--- config.mk ---
export PLATFORM = sky130hd
export DESIGN_NAME = counter_pulse_driver
export DESIGN_NICKNAME = d
export VERILOG_FILES = /design/src/rtl/counter_pulse_driver.sv
export SDC_FILE = /design/constraint.sdc
export NUM_CORES = 1
export LEC_CHECK = 0
export ABC_AREA = 1
export BUFFER_PORTS_ARGS = -buffer_cell sky130_fd_sc_hd__buf_2
export CAP_MARGIN = 5
export CORE_MARGIN = 3
export CORE_UTILIZATION = 59
export DETAILED_ROUTE_END_ITERATION = 10
export HOLD_SLACK_MARGIN = 0.12
export PLACE_DENSITY = 0.8
export SYNTH_ARGS = -nofsm -noshare
export SYNTH_HDL_FRONTEND = slang
export SYNTH_SLANG_ARGS = --single-unit
--- constraint.sdc ---
create_clock -name clk -period 6.38 [get_ports clk]
set_input_delay 0.957 -clock clk [delete_from_list [all_inputs] [get_ports clk]]
set_output_delay 0.957 -clock clk [all_outputs]
set_load 0.01 [all_outputs]
--- src/rtl/counter_pulse_driver.sv ---
// Meters a signed balance of up/down requests into spaced inc/dec pulses for a
// saturating counter, tracking a shadow of the counter to avoid pulsing into a rail.
module counter_pulse_driver #(
    parameter int              N       = 8,
    parameter logic [N-1:0]    SET_VAL = {N{1'b0}},
    parameter int              PEND_W  = 4,
    parameter int              HOLDOFF = 4
) (
    input  logic              clk,
    input  logic              rst,
    input  logic              up_req,
    input  logic              down_req,
    input  logic              clear,
    output logic              inc,
    output logic              dec,
    output logic              setval,
    output logic [PEND_W-1:0] pending,
    output logic [N-1:0]      shadow,
    output logic              busy
);

    localparam int HC_W      = (HOLDOFF > 2) ? $clog2(HOLDOFF) : 1;
    localparam int PEND_MAX  = (2 ** (PEND_W - 1)) - 1;
    localparam int PEND_MIN  = -(2 ** (PEND_W - 1));

    typedef enum logic [0:0] {
        ST_READY = 1'b0,
        ST_HOLD  = 1'b1
    } state_t;

    state_t            state_r, state_s;
    logic [HC_W-1:0]   hold_r, hold_s;
    logic [PEND_W-1:0] pending_r, pending_s;
    logic [N-1:0]      shadow_r, shadow_s;
    logic              inc_r, inc_s;
    logic              dec_r, dec_s;
    logic              setval_r, setval_s;
    logic              launch_s;
    logic              stale_s;
    int                pend_i;
    int                delta_i;
    int                issued_i;

    function automatic logic [PEND_W-1:0] sat_pend(input int v);
        if (v > PEND_MAX) begin
            return PEND_W'(PEND_MAX);
        end else if (v < PEND_MIN) begin
            return PEND_W'(PEND_MIN);
        end else begin
            return PEND_W'(v);
        end
    endfunction

    // Next-state: clear overrides everything; otherwise READY may launch one pulse.
    always_comb begin
        state_s   = state_r;
        hold_s    = hold_r;
        pending_s = pending_r;
        shadow_s  = shadow_r;
        inc_s     = 1'b0;
        dec_s     = 1'b0;
        setval_s  = 1'b0;
        launch_s  = 1'b0;
        stale_s   = 1'b0;
        issued_i  = 32'sd0;
        pend_i    = int'($signed(pending_r));

        if (up_req && !down_req) begin
            delta_i = 32'sd1;
        end else if (down_req && !up_req) begin
            delta_i = -32'sd1;
        end else begin
            delta_i = 32'sd0;
        end

        if (clear) begin
            setval_s  = 1'b1;
            pending_s = {PEND_W{1'b0}};
            shadow_s  = SET_VAL;
            launch_s  = 1'b1;
        end else begin
            case (state_r)
                ST_READY: begin
                    if (pend_i > 32'sd0) begin
                        if (!(&shadow_r)) begin
                            inc_s    = 1'b1;
                            shadow_s = shadow_r + {{(N-1){1'b0}}, 1'b1};
                            issued_i = 32'sd1;
                            launch_s = 1'b1;
                        end else begin
                            stale_s = 1'b1;
                        end
                    end else if (pend_i < 32'sd0) begin
                        if (shadow_r != {N{1'b0}}) begin
                            dec_s    = 1'b1;
                            shadow_s = shadow_r - {{(N-1){1'b0}}, 1'b1};
                            issued_i = -32'sd1;
                            launch_s = 1'b1;
                        end else begin
                            stale_s = 1'b1;
                        end
                    end else begin
                        stale_s = 1'b0;
                    end
                end
                ST_HOLD: begin
                    if (hold_r == {HC_W{1'b0}}) begin
                        state_s = ST_READY;
                    end else begin
                        hold_s = hold_r - {{(HC_W-1){1'b0}}, 1'b1};
                    end
                end
                default: begin
                    state_s = ST_READY;
                    hold_s  = {HC_W{1'b0}};
                end
            endcase

            // A balance pointing into a saturated counter is meaningless; keep only this cycle's request.
            if (stale_s) begin
                pending_s = PEND_W'(delta_i);
            end else begin
                pending_s = sat_pend(pend_i + delta_i - issued_i);
            end
        end

        if (launch_s) begin
            if (HOLDOFF > 1) begin
                state_s = ST_HOLD;
                hold_s  = HC_W'(HOLDOFF - 2);
            end else begin
                state_s = ST_READY;
                hold_s  = {HC_W{1'b0}};
            end
        end else begin
            launch_s = 1'b0;
        end
    end

    // State and output registers.
    always_ff @(posedge clk) begin
        if (rst) begin
            state_r   <= ST_READY;
            hold_r    <= {HC_W{1'b0}};
            pending_r <= {PEND_W{1'b0}};
            shadow_r  <= {1'b1, {(N-1){1'b0}}};
            inc_r     <= 1'b0;
            dec_r     <= 1'b0;
            setval_r  <= 1'b0;
        end else begin
            state_r   <= state_s;
            hold_r    <= hold_s;
            pending_r <= pending_s;
            shadow_r  <= shadow_s;
            inc_r     <= inc_s;
            dec_r     <= dec_s;
            setval_r  <= setval_s;
        end
    end

    assign inc     = inc_r;
    assign dec     = dec_r;
    assign setval  = setval_r;
    assign pending = pending_r;
    assign shadow  = shadow_r;
    assign busy    = (pending_r != {PEND_W{1'b0}}) || (state_r == ST_HOLD);

endmodule

; Yosys cells after proc, flatten, opt, wreduce, memory -nomap -nowiden
; Cells that the tools add are included.
[totals]
elab_cells = 87
regBits = 18
output_inout_bits = 16
[op_classes]
muxes = 38
add_sub_neg = 5
eq_ne = 5
n_reduce_logical = 22
order_cmp = 4
bitwise_logic = 4
[ops]
columns = op, n
row1 = two-way mux 32 bit, 7
row2 = two-way mux 8 bit, 6
row3 = adder 4 x 32 -> 32 bit, 1
row4 = greater-than comparator 32 x 4 -> 1 bit (second input constant), 1
row5 = less-than comparator 32 x 4 -> 1 bit (second input constant), 1
row6 = subtractor 32 bit, 1
row7 = two-way mux 1 bit, 18
row8 = two-way mux 4 bit, 3
row9 = adder 8 x 1 -> 8 bit (second input constant), 1
row10 = two-way mux 2 bit, 4
row11 = AND reduction 4 bit, 2
row12 = AND reduction 8 bit, 1
row13 = nonzero test 8 bit, 1
row14 = OR reduction 4 bit, 2
row15 = subtractor 8 x 1 -> 8 bit (second input constant), 1
row16 = AND reduction 3 bit, 2
row17 = nonzero test 2 bit, 3
row18 = nonzero test 3 bit, 2
row19 = greater-than comparator 4 x 1 -> 1 bit (second input constant), 1
row20 = less-than comparator 4 x 1 -> 1 bit (second input constant), 1
row21 = inequality test 2 x 1 -> 1 bit (second input constant), 2
row22 = inequality test 2 bit (second input constant), 2
row23 = inverter 1 bit, 4
row24 = nonzero test 4 bit, 1
row25 = 7 further kinds, 10

; Depth between registers and ports, before layout
[depth]
ltp_word = 11
depth_mapped = 29

; Worst setup path after synthesis
; OpenSTA, ideal clock, no wires.
[synth_path]
path_kind = input -> register
startpoint = input up_req
endpoint = register pending_r[1] (netlist: pending[1])
setup_slack_ns = 1.100
setup_ns = 0.118
stages = 22
arrival_ns = 5.162
path_cell_list = inv_1 > ha_1 > inv_1 > fa_1 > inv_1 > ha_1 > buf_6 > nand2_4 > nor2_2 > nor2_2 > nand2_4 > fa_1 > fa_1 > or2_2 > nor2_1 > nand3_1 > a21oi_2 > nand3_1 > nand2_1 > nand2_1 > nor2_1 > nor2_1
[synth_between]
elab_chain_cells = 10
word_cells_on_any_way = 12
classes_between = add/sub: 2 / order compare: 2 / mux: 5 / reduce/logical: 3
[synth_rtl]
columns = element, line_no
row1 = "start, declared", 11  ; input logic up_req,
row2 = zero test 1 bit, 70  ; end else if (down_req && !up_req) begin
row3 = logical AND 1 bit, 70
row4 = two-way mux 32 bit, 70
row5 = two-way mux 32 bit (*), 68  ; if (up_req && !down_req) begin
row6 = adder 4 x 32 -> 32 bit, 123  ; pending_s = sat_pend(pend_i + delta_i - issued_i);
row7 = subtractor 32 bit, 123
row8 = less-than comparator 32 x 4 -> 1 bit, 47  ; end else if (v < PEND_MIN) begin
row9 = two-way mux 4 bit, 47
row10 = two-way mux 4 bit, 45  ; if (v > PEND_MAX) begin
row11 = two-way mux 4 bit (*), 120  ; if (stale_s) begin
row12 = "end signal, assigned", 145  ; pending_r <= {PEND_W{1'b0}};
row13 = "end signal, assigned", 153  ; pending_r <= pending_s;
row14 = "end, declared", 33  ; logic [PEND_W-1:0] pending_r, pending_s;
; Every way passes the cells marked *; elsewhere a longest branch is shown, timed or not.
; A chain may end at the register's enable or synchronous reset.

; Worst setup path after layout
; Ends and elaborated chain as after synthesis.

==> metrics <==
status=complete, no violations; routed len/inst=about 11 µm; clock latency on the worst-skew pair=310 ps; Slew Limit Fails=0; met2 Use GR=0.3390; ant diodes=0; Synth Register Bits=18; vias in the first global route=1,612; hold buffers post-CTS=0; row cnt=20; met3 Track Usage GR=0.04278; Max-Cap Viols=0; H-Tree Depth=1; post-route ant nets=0; maximum fanout along the worst path=10; Routed WL=3759 µm; max incr delay on CP=530 ps; CP Launch Type=input pin; placer congestion estimate=roughly 0.86; Vias=approximately 1,700; initial core utilization=0.6286; Via density=between 5 and 6; Synth Area per Inst=7.333 µm²; total negative slack=0 ps; Netlist cell types=30; clock sinks=18; relative slew slack=0.5788; crit end category=flop; hpwl dp=approximately 3100 µm; Post-Syn Area=1951 µm²; Worst-path clk slew=110 ps; leading cell type in the layout, fill and taps excluded=inv_1; Num CTS Buffers=3; Post-DP Area=2091 µm²; I/O pins=21; Finished Cell Area=approximately 2100 µm²; post-CTS repair timing setup buffer count=0; post-synthesis sequential area ratio=0.1847; clock skew=approximately 2.3 ps; DRC viols=0; area leader, netlist=fa_1; total grt overflow=0; Core Region=about 3100 µm²; crit path max-delay cell type=ha_1; DR pass1 iterations=4; nets=between 300 and 400; Ys Warns=0; GRT Total Usage=0.2110; Mapped Cells=266; CP required=6590 ps; initial antenna violation count=0; Final Util=0.6855; Final period util=0.7990; Port-buffer cells=20; Post-Syn Nets=304; layout cells sized above 1=0.1522; top post-synthesis cells by area=fa_1 21%, dfxtp_1 18%, inv_1 9.0%; Initial DRC Count=83; M1 GR Usage=0.2956; min Tclk post-route=approximately 5000 ps; Max Freq=just under 200 MHz; Die Ht=63.50 µm; Longest Clk Path Bufs=2; Setup Viol. Count Final=0; Post-CTS Resized=0; worst hold path class=flop to flop; Syn-to-layout area delta=9.044%; Worst-Margin Slew=~630 ps; CTS tree=built; die area=between 4000 and 5000 µm²; pin count of the biggest net entering global routing=15; chip width=~64 µm; global-route wire length before repair=about 6900 µm; top-area cell type share of the netlist area=0.2053; kind of critical path=input pin to flop; most frequent cells in the layout=47 x inv_1, 41 x nand2_1, 36 x nor2_1, 20 x fa_1, 20 x buf_2; final hold viol count=0; CTS root buf=clkbuf_4; Worst EP arrival=5310 ps; RSZ-0062 raised after global routing=no; GRT Max-Usage Layer=met2
-- layout make-up --
cell class	count	area, µm²
Timing Repair Buffer	21	107.6
Clock buffer	4	36.28
Tap cell	44	55.05
Multi-Input combinational cell	196	1380
Fill cell	278	975.9
Sequential cell	18	360.3
Inverter	50	187.7
-- cell usage after synthesis (all sizes together) --
master   count
a21o         1
a21oi       18
a311oi       1
a31oi        2
and3         1
buf          2
dfxtp       18
fa          20
ha          13
inv         50
nand2       49
nand3       19
nand3b       2
nand4        4
nor2        40
nor3         5
o2111a       1
o2111ai      1
o21ai       12
or2          1
xnor2        4
xor2         2
-- through the flow --
| stage | instances | setup slack, ps | hold slack (ps) |
|---|---|---|---|
| after floorplan | 266 | 1100 | 486.4 |
| after global placement | 329 | 1109 | 503.0 |
| after detailed placement | 329 | 971.5 | 517.8 |
| after CTS | 333 | 1292 | 534.0 |
| after global routing | 333 | 884.8 | 558.0 |
| final | 333 | 1282 | 535.7 |
-- registers in the layout, indices dropped and copies added (netlist names) --
name,cells
state_r,1
setval,1
pending,4
shadow,8
hold_r,2
dec,1
inc,1
-- kinds of logic (layout without fill, tap and decap cells) --
family                     after synthesis  in the layout  share of synthesized area
and+or+nand+nor                        121            121                     0.2880
buffers and inverters                   52             75                     0.1078
AOI/OAI and AO/OA                       36             36                     0.1039
DFF                                     18             18                     0.1847
xor gates and xnor gates                 6              6                    0.02694
adders and majority gates               33             33                     0.2886
-- worst max-delay path, delay by kind of cell --
| family | cells | cell delay [ps] |
|---|---|---|
| AOI/OAI and AO/OA | 1 | 110 |
| adders and majority gates | 5 | 2070 |
| buffers and inverters | 7 | 860 |
| and+or+nand+nor | 12 | 1290 |
-- routing by layer --
| layer | wire [µm] | part of all wire |
|---|---|---|
| met1 | 1923 | 0.51 |
| met5 | 0 | 0 |
| met3 | 121 | 0.032 |
| met2 | 1684 | 0.45 |
| met4 | 29 | 0.0077 |
-- worst paths after layout --
check                         startpoint                endpoint  slack [ps]  cells past startpoint
hold reg to reg   shadow[2]$_SDFFE_PP0P_  shadow[2]$_SDFFE_PP0P_         540                      2
setup reg to reg  shadow[0]$_SDFFE_PP0P_   pending[1]$_SDFF_PP0_        1410                     24
setup / recovery                  up_req   pending[1]$_SDFF_PP0_        1280                     25
hold / removal    shadow[2]$_SDFFE_PP0P_  shadow[2]$_SDFFE_PP0P_         540                      2
Power is left out: the tool's default activity adds up to more than one toggle a clock period on the data nets, which glitch-free logic cannot reach.
